<file path="src/rtl/cache_data_stage_pkg.sv">
// Shared widths, types and helpers for the registered cache data stage.
// Holds the line/word/mask typedefs, the store-buffer entry and offset alignment.
package cache_pkg;

  localparam int unsigned WAYS          = 4;
  localparam int unsigned SET_WIDTH     = 4;
  localparam int unsigned DATA_WIDTH    = 256;
  localparam int unsigned WORD_WIDTH    = 32;
  localparam int unsigned OFFSET_WIDTH  = 5;
  localparam int unsigned MASK_WIDTH    = DATA_WIDTH / 8;
  localparam int unsigned WMASK_WIDTH   = WORD_WIDTH / 8;
  localparam int unsigned WAY_WIDTH     = $clog2(WAYS);
  localparam int unsigned WORD_OFF_BITS = $clog2(WMASK_WIDTH);

  typedef logic [DATA_WIDTH-1:0]   line_t;
  typedef logic [WORD_WIDTH-1:0]   word_t;
  typedef logic [MASK_WIDTH-1:0]   lmask_t;
  typedef logic [WMASK_WIDTH-1:0]  wmask_t;
  typedef logic [SET_WIDTH-1:0]    set_t;
  typedef logic [WAY_WIDTH-1:0]    way_t;
  typedef logic [OFFSET_WIDTH-1:0] offset_t;

  typedef struct packed {
    logic   valid;
    set_t   set;
    way_t   way;
    line_t  line;
    lmask_t mask;
  } sb_entry_t;

  // Misaligned low offset bits are dropped rather than faulted.
  function automatic offset_t word_align(input offset_t offset);
    offset_t v_aligned;
    v_aligned = offset;
    v_aligned[WORD_OFF_BITS-1:0] = '0;
    return v_aligned;
  endfunction

endpackage

</file>
<file path="src/rtl/cache_data_stage_if.sv">
// Request/response and array-write signals between controller, array and data stage.
// The data stage takes the slave view; the controller/array side takes the master view.
interface cache_data_stage_if;
  import cache_pkg::*;

  logic    req_read;
  logic    req_write;
  set_t    req_set;
  way_t    req_way;
  offset_t req_offset;
  wmask_t  req_wmask;
  word_t   req_wdata;
  logic    hit;
  line_t   cache_data;
  logic    flush_req;

  logic    ufp_resp;
  word_t   ufp_rdata;
  logic    arr_we;
  set_t    arr_set;
  way_t    arr_way;
  lmask_t  arr_wmask;
  line_t   arr_wdata;
  logic    sb_valid;

  modport master (
    output req_read, req_write, req_set, req_way, req_offset, req_wmask, req_wdata,
    output hit, cache_data, flush_req,
    input  ufp_resp, ufp_rdata, arr_we, arr_set, arr_way, arr_wmask, arr_wdata, sb_valid
  );

  modport slave (
    input  req_read, req_write, req_set, req_way, req_offset, req_wmask, req_wdata,
    input  hit, cache_data, flush_req,
    output ufp_resp, ufp_rdata, arr_we, arr_set, arr_way, arr_wmask, arr_wdata, sb_valid
  );

endinterface

</file>
<file path="src/rtl/cache_data_stage_line_byte_merge.sv">
// Combinational merge of a byte-masked word into a line at an aligned offset.
// Also returns the word mask shifted into line byte positions.
module line_byte_merge
  import cache_pkg::*;
(
  input  line_t   i_line,
  input  offset_t i_offset,
  input  word_t   i_wdata,
  input  wmask_t  i_wmask,
  output line_t   o_line,
  output lmask_t  o_mask
);

  always_comb begin
    o_line = i_line;
    o_mask = '0;
    for (int b = 0; b < int'(WMASK_WIDTH); b++) begin
      if (i_wmask[b]) begin
        o_line[(int'(i_offset) + b) * 8 +: 8] = i_wdata[b * 8 +: 8];
        o_mask[int'(i_offset) + b]           = 1'b1;
      end
    end
  end

endmodule

</file>
<file path="src/rtl/cache_data_stage.sv">
// Registered cache data stage: one-cycle read/write hit responses with a
// one-entry coalescing store buffer that drains to the data array when idle.
module cache_data_stage
  import cache_pkg::*;
(
  input  logic              clk,
  input  logic              rst,
  cache_data_stage_if.slave stage_bus
);

  logic      w_accept;
  logic      w_is_read;
  logic      w_is_write;
  logic      w_match;
  logic      w_coalesce;
  logic      w_capture;
  logic      w_drain;
  offset_t   w_aoff;
  line_t     w_fwd_line;
  line_t     w_merge_base;
  line_t     w_merged_line;
  lmask_t    w_shift_mask;
  word_t     w_rd_word;
  word_t     w_rdata_next;
  sb_entry_t w_sb_next;

  sb_entry_t r_sb;
  logic      r_resp;
  word_t     r_rdata;

  // Read wins over a simultaneous write; misses are invisible to the stage.
  assign w_accept   = (stage_bus.req_read | stage_bus.req_write) & stage_bus.hit;
  assign w_is_read  = w_accept & stage_bus.req_read;
  assign w_is_write = w_accept & stage_bus.req_write & ~stage_bus.req_read;
  assign w_aoff     = word_align(stage_bus.req_offset);

  assign w_match    = r_sb.valid && (r_sb.set == stage_bus.req_set)
                                 && (r_sb.way == stage_bus.req_way);
  assign w_coalesce = w_is_write & w_match;
  assign w_capture  = w_is_write & (|stage_bus.req_wmask);

  // Drain is held off during reset so a discarded store never reaches the array.
  assign w_drain = r_sb.valid && (!stage_bus.req_read || stage_bus.flush_req)
                              && !w_coalesce && !rst;

  always_comb begin
    w_fwd_line = stage_bus.cache_data;
    for (int i = 0; i < int'(MASK_WIDTH); i++) begin
      if (w_match && r_sb.mask[i]) begin
        w_fwd_line[i * 8 +: 8] = r_sb.line[i * 8 +: 8];
      end
    end
  end

  assign w_rd_word    = w_fwd_line[int'(w_aoff) * 8 +: WORD_WIDTH];
  assign w_merge_base = w_match ? r_sb.line : stage_bus.cache_data;

  line_byte_merge u_merge (
    .i_line   (w_merge_base),
    .i_offset (w_aoff),
    .i_wdata  (stage_bus.req_wdata),
    .i_wmask  (stage_bus.req_wmask),
    .o_line   (w_merged_line),
    .o_mask   (w_shift_mask)
  );

  always_comb begin
    w_sb_next = r_sb;
    if (w_drain) begin
      w_sb_next.valid = 1'b0;
    end
    if (w_capture) begin
      w_sb_next.line = w_merged_line;
      if (w_match) begin
        w_sb_next.mask = r_sb.mask | w_shift_mask;
      end else begin
        w_sb_next.valid = 1'b1;
        w_sb_next.set   = stage_bus.req_set;
        w_sb_next.way   = stage_bus.req_way;
        w_sb_next.mask  = w_shift_mask;
      end
    end
  end

  assign w_rdata_next = w_is_read ? w_rd_word : r_rdata;

  always_ff @(posedge clk) begin
    if (rst) begin
      r_sb    <= '0;
      r_resp  <= 1'b0;
      r_rdata <= '0;
    end else begin
      r_sb    <= w_sb_next;
      r_resp  <= w_accept;
      r_rdata <= w_rdata_next;
    end
  end

  assign stage_bus.ufp_resp  = r_resp;
  assign stage_bus.ufp_rdata = r_rdata;
  assign stage_bus.arr_we    = w_drain;
  assign stage_bus.arr_set   = r_sb.set;
  assign stage_bus.arr_way   = r_sb.way;
  assign stage_bus.arr_wmask = r_sb.mask;
  assign stage_bus.arr_wdata = r_sb.line;
  assign stage_bus.sb_valid  = r_sb.valid;

endmodule

</file>
<file path="src/flat_wrapper.sv">
// flat-port wrapper written by rule: the top's interface ports become plain ports
module cache_data_stage_flat import cache_pkg::*;
  (clk, rst, stage_bus_req_read, stage_bus_req_write, stage_bus_req_set, stage_bus_req_way, stage_bus_req_offset, stage_bus_req_wmask, stage_bus_req_wdata, stage_bus_hit, stage_bus_cache_data, stage_bus_flush_req, stage_bus_ufp_resp, stage_bus_ufp_rdata, stage_bus_arr_we, stage_bus_arr_set, stage_bus_arr_way, stage_bus_arr_wmask, stage_bus_arr_wdata, stage_bus_sb_valid);
  cache_data_stage_if stage_bus_i ();
  input  logic clk;
  input  logic rst;
  input wire logic [$bits(stage_bus_i.req_read)-1:0] stage_bus_req_read;
  input wire logic [$bits(stage_bus_i.req_write)-1:0] stage_bus_req_write;
  input wire logic [$bits(stage_bus_i.req_set)-1:0] stage_bus_req_set;
  input wire logic [$bits(stage_bus_i.req_way)-1:0] stage_bus_req_way;
  input wire logic [$bits(stage_bus_i.req_offset)-1:0] stage_bus_req_offset;
  input wire logic [$bits(stage_bus_i.req_wmask)-1:0] stage_bus_req_wmask;
  input wire logic [$bits(stage_bus_i.req_wdata)-1:0] stage_bus_req_wdata;
  input wire logic [$bits(stage_bus_i.hit)-1:0] stage_bus_hit;
  input wire logic [$bits(stage_bus_i.cache_data)-1:0] stage_bus_cache_data;
  input wire logic [$bits(stage_bus_i.flush_req)-1:0] stage_bus_flush_req;
  output wire logic [$bits(stage_bus_i.ufp_resp)-1:0] stage_bus_ufp_resp;
  output wire logic [$bits(stage_bus_i.ufp_rdata)-1:0] stage_bus_ufp_rdata;
  output wire logic [$bits(stage_bus_i.arr_we)-1:0] stage_bus_arr_we;
  output wire logic [$bits(stage_bus_i.arr_set)-1:0] stage_bus_arr_set;
  output wire logic [$bits(stage_bus_i.arr_way)-1:0] stage_bus_arr_way;
  output wire logic [$bits(stage_bus_i.arr_wmask)-1:0] stage_bus_arr_wmask;
  output wire logic [$bits(stage_bus_i.arr_wdata)-1:0] stage_bus_arr_wdata;
  output wire logic [$bits(stage_bus_i.sb_valid)-1:0] stage_bus_sb_valid;
  assign stage_bus_i.req_read = stage_bus_req_read;
  assign stage_bus_i.req_write = stage_bus_req_write;
  assign stage_bus_i.req_set = stage_bus_req_set;
  assign stage_bus_i.req_way = stage_bus_req_way;
  assign stage_bus_i.req_offset = stage_bus_req_offset;
  assign stage_bus_i.req_wmask = stage_bus_req_wmask;
  assign stage_bus_i.req_wdata = stage_bus_req_wdata;
  assign stage_bus_i.hit = stage_bus_hit;
  assign stage_bus_i.cache_data = stage_bus_cache_data;
  assign stage_bus_i.flush_req = stage_bus_flush_req;
  assign stage_bus_ufp_resp = stage_bus_i.ufp_resp;
  assign stage_bus_ufp_rdata = stage_bus_i.ufp_rdata;
  assign stage_bus_arr_we = stage_bus_i.arr_we;
  assign stage_bus_arr_set = stage_bus_i.arr_set;
  assign stage_bus_arr_way = stage_bus_i.arr_way;
  assign stage_bus_arr_wmask = stage_bus_i.arr_wmask;
  assign stage_bus_arr_wdata = stage_bus_i.arr_wdata;
  assign stage_bus_sb_valid = stage_bus_i.sb_valid;
  cache_data_stage u_core (.clk(clk), .rst(rst), .stage_bus(stage_bus_i));
endmodule
</file>
<file path="config.mk">
export PLATFORM = sky130hd
export DESIGN_NAME = cache_data_stage_flat
export DESIGN_NICKNAME = d
export VERILOG_FILES = /design/src/rtl/cache_data_stage_pkg.sv /design/src/rtl/cache_data_stage_if.sv /design/src/rtl/cache_data_stage_line_byte_merge.sv /design/src/rtl/cache_data_stage.sv /design/src/flat_wrapper.sv
export SDC_FILE = /design/constraint.sdc
export NUM_CORES = 1
export LEC_CHECK = 0
export ABC_AREA = 1
export CAP_MARGIN = 20
export CORE_AREA = 2 2 247 249
export CTS_BUF_LIST = sky130_fd_sc_hd__clkbuf_2 sky130_fd_sc_hd__clkbuf_4 sky130_fd_sc_hd__clkbuf_8
export CTS_CLUSTER_SIZE = 16
export DETAILED_ROUTE_END_ITERATION = 10
export DIE_AREA = 0 0 249 251
export SLEW_MARGIN = 15
export SYNTH_ARGS = -nofsm -noshare
export SYNTH_HDL_FRONTEND = slang
export SYNTH_SLANG_ARGS = --single-unit
</file>
<file path="constraint.sdc">
create_clock -name clk -period 4.7 [get_ports clk]
set_clock_uncertainty 0.05 [all_clocks]
set_input_delay 0.705 -clock clk [delete_from_list [all_inputs] [get_ports clk]]
set_output_delay 0.705 -clock clk [all_outputs]
set_load 0.005 [all_outputs]
</file>
# Yosys cells after proc, flatten, opt, wreduce, memory -nomap -nowiden
# Index checks and enable logic that the tools add are counted.
[totals]
ff_bits = 328
latch_bits = 0
ramBits = 0
rom_bits = 0
out_inout_bits = 329
wordCells = 150
mem_count = 0
[op_classes]
addsub = 7
n_mul = 0
n_div = 0
magnitude_cmp = 8
n_eq_ne = 2
n_shift = 9
mux = 57
bitwise = 13
n_reduce_logical = 47
[ops]
columns = ["op", "n"]
rows = [
  ["$mux W256", 5],
  ["$bwmux W256", 4],
  ["$shift A8 B33 Y256 const A", 4],
  ["$shiftx A8 B33 Y256", 4],
  ["$mux W295", 1],
  ["$mux W8", 32],
  ["$shiftx A256 B9 Y32", 1],
  ["$mux W32", 4],
  ["$or A32 B32 Y32", 4],
  ["$neg A32 Y33", 3],
  ["$logic_and A1 B1 Y1", 41],
  ["$neg A8 Y33", 1],
  ["$mux W29", 1],
  ["$ge A6 B1 Y1 const B", 3],
  ["$lt A6 B6 Y1 const B", 3],
  ["$demux W1 S5", 3],
  ["$add A5 B2 Y6 const B", 2],
  ["$mux W7", 1],
  ["$add A5 B1 Y6 const B", 1],
  ["$and A1 B1 Y1", 6],
  ["$lt A5 B6 Y1 const B", 1],
  ["$ge A5 B1 Y1 const B", 1],
  ["$mux W1", 5],
  ["$eq A4 B4 Y1", 1],
  ["other kinds (8)", 11],
]

# Depth between registers and ports, before layout
[logic_depth]
ltp_word = 14
ltp_mapped = 15
ltp_nobuf = 14

# By module
# Synthesis repeated with hierarchy kept, for this count alone.
[hier_totals]
hier_cells = 7703
area_unflattened_um2 = 39590.5
[modules_own_cells]
columns = ["module", "n_inst", "cells_each", "area_each_um2", "seq_area_each_um2"]
rows = [
  ["cache_data_stage", 1, 3492, 20972.6, 6566.3],
  ["line_byte_merge", 1, 4211, 18617.9, 0.0],
]

# Worst setup path after synthesis
# Ideal clock, no wire load.
[synth_timing]
kind = "input to register"
start = "in stage_bus_req_offset[2]"
end = "reg u_core.r_sb (netlist bit u_core.stage_bus.arr_wdata[192])"
arrival_time_ns = 3.324
slack_ns = 1.251
cell_stages = 14
cell_sequence = "inv_1 buf_2 buf_1 clkbuf_1 ha_1 ha_1 clkbuf_1 inv_1 nand3_1 nor2_2 inv_1 a21oi_4 o21ai_0 a31oi_1"
[synth_via]
elab_chain_len = 10
word_cells_on_any_way = 23
cone_classes = "7 x add/sub; 8 x shift; 8 x mux"
[synth_lines]
columns = ["element", "line", "rtl"]
rows = [
  ["start: declaration", "flat_wrapper.sv:11", "input wire logic [$bits(stage_bus_i.req_offset)-1:0] stage_bus_req_offset;"],
  ["parallel branches: the longest is 9 deep, another holds $neg A32 Y33", "n/a", ""],
  ["$mux W256 *", "cache_data_stage_line_byte_merge.sv:18", "if (i_wmask[b]) begin"],
  ["end signal: assignment", "cache_data_stage.sv:93", "r_sb <= w_sb_next;"],
  ["end: declaration", "cache_data_stage.sv:27", "sb_entry_t r_sb;"],
]
# Every way passes the cells marked *.
# A chain may end at the register's enable or synchronous reset.

# Worst setup path after layout
[layout_timing]
start = "in stage_bus_req_offset[4]"
end = "reg u_core.r_sb (netlist bit u_core.stage_bus.arr_wdata[1])"
# Same word-level chain as after synthesis.

==> flow_metrics.py <==
metrics = {
    "power_and_ir_drop": {
        "cellLeakagePower_nw": 13.8,
        "p_seq_frac": 0.383,
        "p_switching_mw": 2.53,
        "p_int_mw": 5.45,
        "pwr-share-clk": 0.405,
        "ir_worst_vdd_v": 0.000172,
        "combPwrFrac": 0.212,
        "p_per_area_nw_per_um2": 262,
        "swShare": 0.317,
        "total_power_mw": 7.98,
    },
    "placed_design": {
        "port_buffers": 635,
        "place_hpwl_mm": 101,
        "dp.cells": 4957,
        "gp_congestion": 1.01,
    },
    "route": {
        "wl_per_cell_um": 25.7,
        "num_vias": 29100,
        "vias_per_cell": 5.71,
        "detail_route.iter0.violations": 3469,
        "wl_mm": 131,
        "first_pass_iters": 6,
        "drtAntennaViolNets": 0,
        "drc": 0,
    },
    "critical_path": {
        "critPathKind": "input pin to register",
        "reg2reg_depth": 15,
        "cp_max_fo": 19,
        "ff2ff_setup_slack_ps": 1800,
        "critPathRequiredTime_ps": 5270,
        "startpoint_type": "input pin",
        "cp-end-kind": "register",
        "cp.arrival_ps": 4080,
    },
    "hold_path": {
        "min_path_cells": 2,
        "hp-class": "register to register",
    },
    "sta": {
        "max_freq_mhz": 285,
        "slew_headroom": 0.307,
        "slew_violations": 0,
        "layout_min_cycle_time_ps": 3510,
        "setup_viol": 0,
        "grt_setup_unrepaired": "no",
        "fin_crit_sh": 0.747,
        "tightestPinTransition_ps": 1040,
        "tns_ps": 0,
        "hold_viol_final": 0,
    },
    "yosys": {
        "synth_cell_types": 35,
        "syn_nets": 4008,
        "yosysWarnings": 0,
        "ys_ff_latch": 328,
        "synth_edf_count": 0,
        "avgSynthCellArea_um2": 5.96,
        "syn-cell-area_um2": 22000,
        "yosysSeqAreaShare": 0.298,
        "synth_flop_cell": "dfxtp_1",
        "syn_inst": 3693,
        "async_flop_share": 0,
    },
    "die": {
        "dieHeight_um": 251,
        "core_area_um2": 59800,
        "die_area_um2": 62500,
        "rows": 90,
        "pin_count": 638,
        "dieWidth_um": 249,
        "initial_core_util": 0.368,
    },
    "grt": {
        "grt-ovfl-total": 0,
        "grt_max_degree": 135,
        "grt_pass1_vias": 26700,
        "grt_first_pass_wirelength_mm": 184,
        "antenna_found_initial": 13,
        "grt.total_usage": 0.402,
    },
    "clock_network": {
        "cts_root_buffer": "clkbuf_8",
        "hold_buffers": 0,
        "numCtsBuffers": 69,
        "cts_sinks": 328,
        "cts_resized": 0,
        "clock_latency_ps": 670,
        "clk_pin_slew_worst_paths_ps": 50,
        "cts_buffer_depth": 3,
        "cts_tree": "yes",
        "htree_levels": 3,
        "cts_setup_buffers": 0,
    },
    "status": {
        "status": "completed",
    },
    "finish": {
        "fillCellCount": 6332,
        "num-nets-final": 4562,
        "drive_gt1_frac": 0.0522,
        "finalNonFillerCells": 5087,
        "area_delta_synth_final_pct": 38.6,
    },
    "run": {
        "max_cap_viol_count": 0,
    },
}
[flip-flops by register name (all words and copies together), names as in the netlist]
signal                      cells
u_core.stage_bus.sb_valid       1
u_core.stage_bus.arr_wdata    256
u_core.stage_bus.arr_set        4
u_core.stage_bus.arr_wmask     32
u_core.stage_bus.ufp_resp       1
u_core.stage_bus.arr_way        2
u_core.stage_bus.ufp_rdata     32
[cells in the final DEF, fill, tap and decap left out, types with 2 or more instances in the layout]
cell	netlist	final
inv_1	717	715
nand2_1	652	651
clkdlybuf4s50_1	0	634
nand3_1	572	572
o21ai_0	393	393
dfxtp_1	328	328
nor2_1	227	223
a21oi_1	152	152
a31oi_1	141	141
clkbuf_8	0	81
nor3_1	76	76
nand3b_1	53	53
buf_4	10	50
a211oi_1	48	48
a221oi_1	36	36
clkbuf_4	0	30
nand4_1	24	24
nor2_2	11	15
diode_2	0	13
buf_12	0	12
o21ai_1	8	8
nand3_2	6	6
ha_1	6	6
o21ai_2	5	5
inv_2	5	4
a21boi_0	4	4
nand2_2	2	3
clkinvlp_4	0	3
xnor2_1	2	2
inv_4	0	2
clkinv_2	0	2
nor3_4	0	2
[power by group through the flow]
stage	clock, mW	sequential (mW)	combinational (mW)
final	3.23	3.06	1.69
after floorplan	0	3.07	0.675
after global placement	0	3.11	1.65
after detailed placement	0	3.11	1.65
after CTS	3.25	3.05	1.66
after global routing	3.38	3.06	1.79
[critical path, cell delays in order]
cell and delay [ps]:
clkdlybuf4s50_1 540, buf_4 260, inv_1 210, ha_1 350, clkinv_1 480, nor3_1 370, nand3_1 390, nand2_1 360
nor3_1 80, nor3_1 140, o21ai_0 120, inv_1 60
[cells in the mapped netlist (4+ instances only)]
cell type  count  area share
buf_4         10      0.0034
buf_1         14      0.0024
a211oi_1      48       0.016
nor2_1       227       0.039
ha_1           6      0.0034
nor3_1        76       0.017
o21ai_1        8      0.0018
a221oi_1      36       0.014
o21ai_2        5      0.0020
nand4_1       24      0.0068
nand3b_1      53       0.018
o21ai_0      393       0.089
nor2_2        11      0.0031
buf_2         50       0.011
a21oi_1      152       0.035
a31oi_1      141       0.040
inv_1        717        0.12
nand3_2        6      0.0027
nand2_1      652        0.11
dfxtp_1      328        0.30
clkbuf_1     141       0.024
a21boi_0       4      0.0014
inv_2          5     0.00085
nand3_1      572        0.13
[worst paths after layout]
check,from,to
worst max-delay path,stage_bus_req_offset[4],u_core.stage_bus.arr_wdata[1]
worst min-delay path,u_core.stage_bus.arr_wdata[229],u_core.stage_bus.arr_wdata[229]
worst max register to register,u_core.stage_bus.arr_set[2],u_core.stage_bus.ufp_rdata[10]
worst min register to register,u_core.stage_bus.arr_wdata[229],u_core.stage_bus.arr_wdata[229]
[per-layer routing]
layer,wire length [um],track usage,up-vias,share of wire
met5,13,0,-,0.000099
met4,10200,0.272,2,0.078
met3,14100,0.0953,402,0.11
met2,57600,0.634,1906,0.44
met1,49000,0.487,13500,0.37
li1,-,-,13200,-
[layout make-up]
cell class	count	area (um^2)	share of cell area
tap	782	978	0.0321
clock inverter	5	38.8	0.00127
inverter	723	2720	0.0892
antenna	13	32.5	0.00107
multi-input combinational	2427	11800	0.388
timing repair buffer	698	6990	0.229
sequential	328	6570	0.215
clock buffer	111	1340	0.0439
[per-stage QoR]
| stage | hold slack [ps] | area [um^2] | setup slack [ps] | utilization |
|---|---|---|---|---|
| after floorplan | 410 | 22000 | 1250 | - |
| after CTS | 393 | 30500 | 1230 | 0.509 |
| after global routing | 416 | 30500 | 848 | 0.510 |
| after detailed placement | 416 | 29100 | 597 | 0.486 |
| after global placement | 414 | 29100 | 644 | 0.486 |
| final | 425 | 30500 | 1190 | 0.510 |
[logic make-up after synthesis]
group                      after synthesis  share of synthesized area
and+or+nand+nor                       1628                      0.331
xor gates and xnor gates                 2                   0.000796
adders and majority gates                6                    0.00341
DFF                                    328                      0.298
AOI/OAI and AO/OA                      791                      0.202
buffers and inverters                  938                      0.165
(Power assumes the default switching activity.)
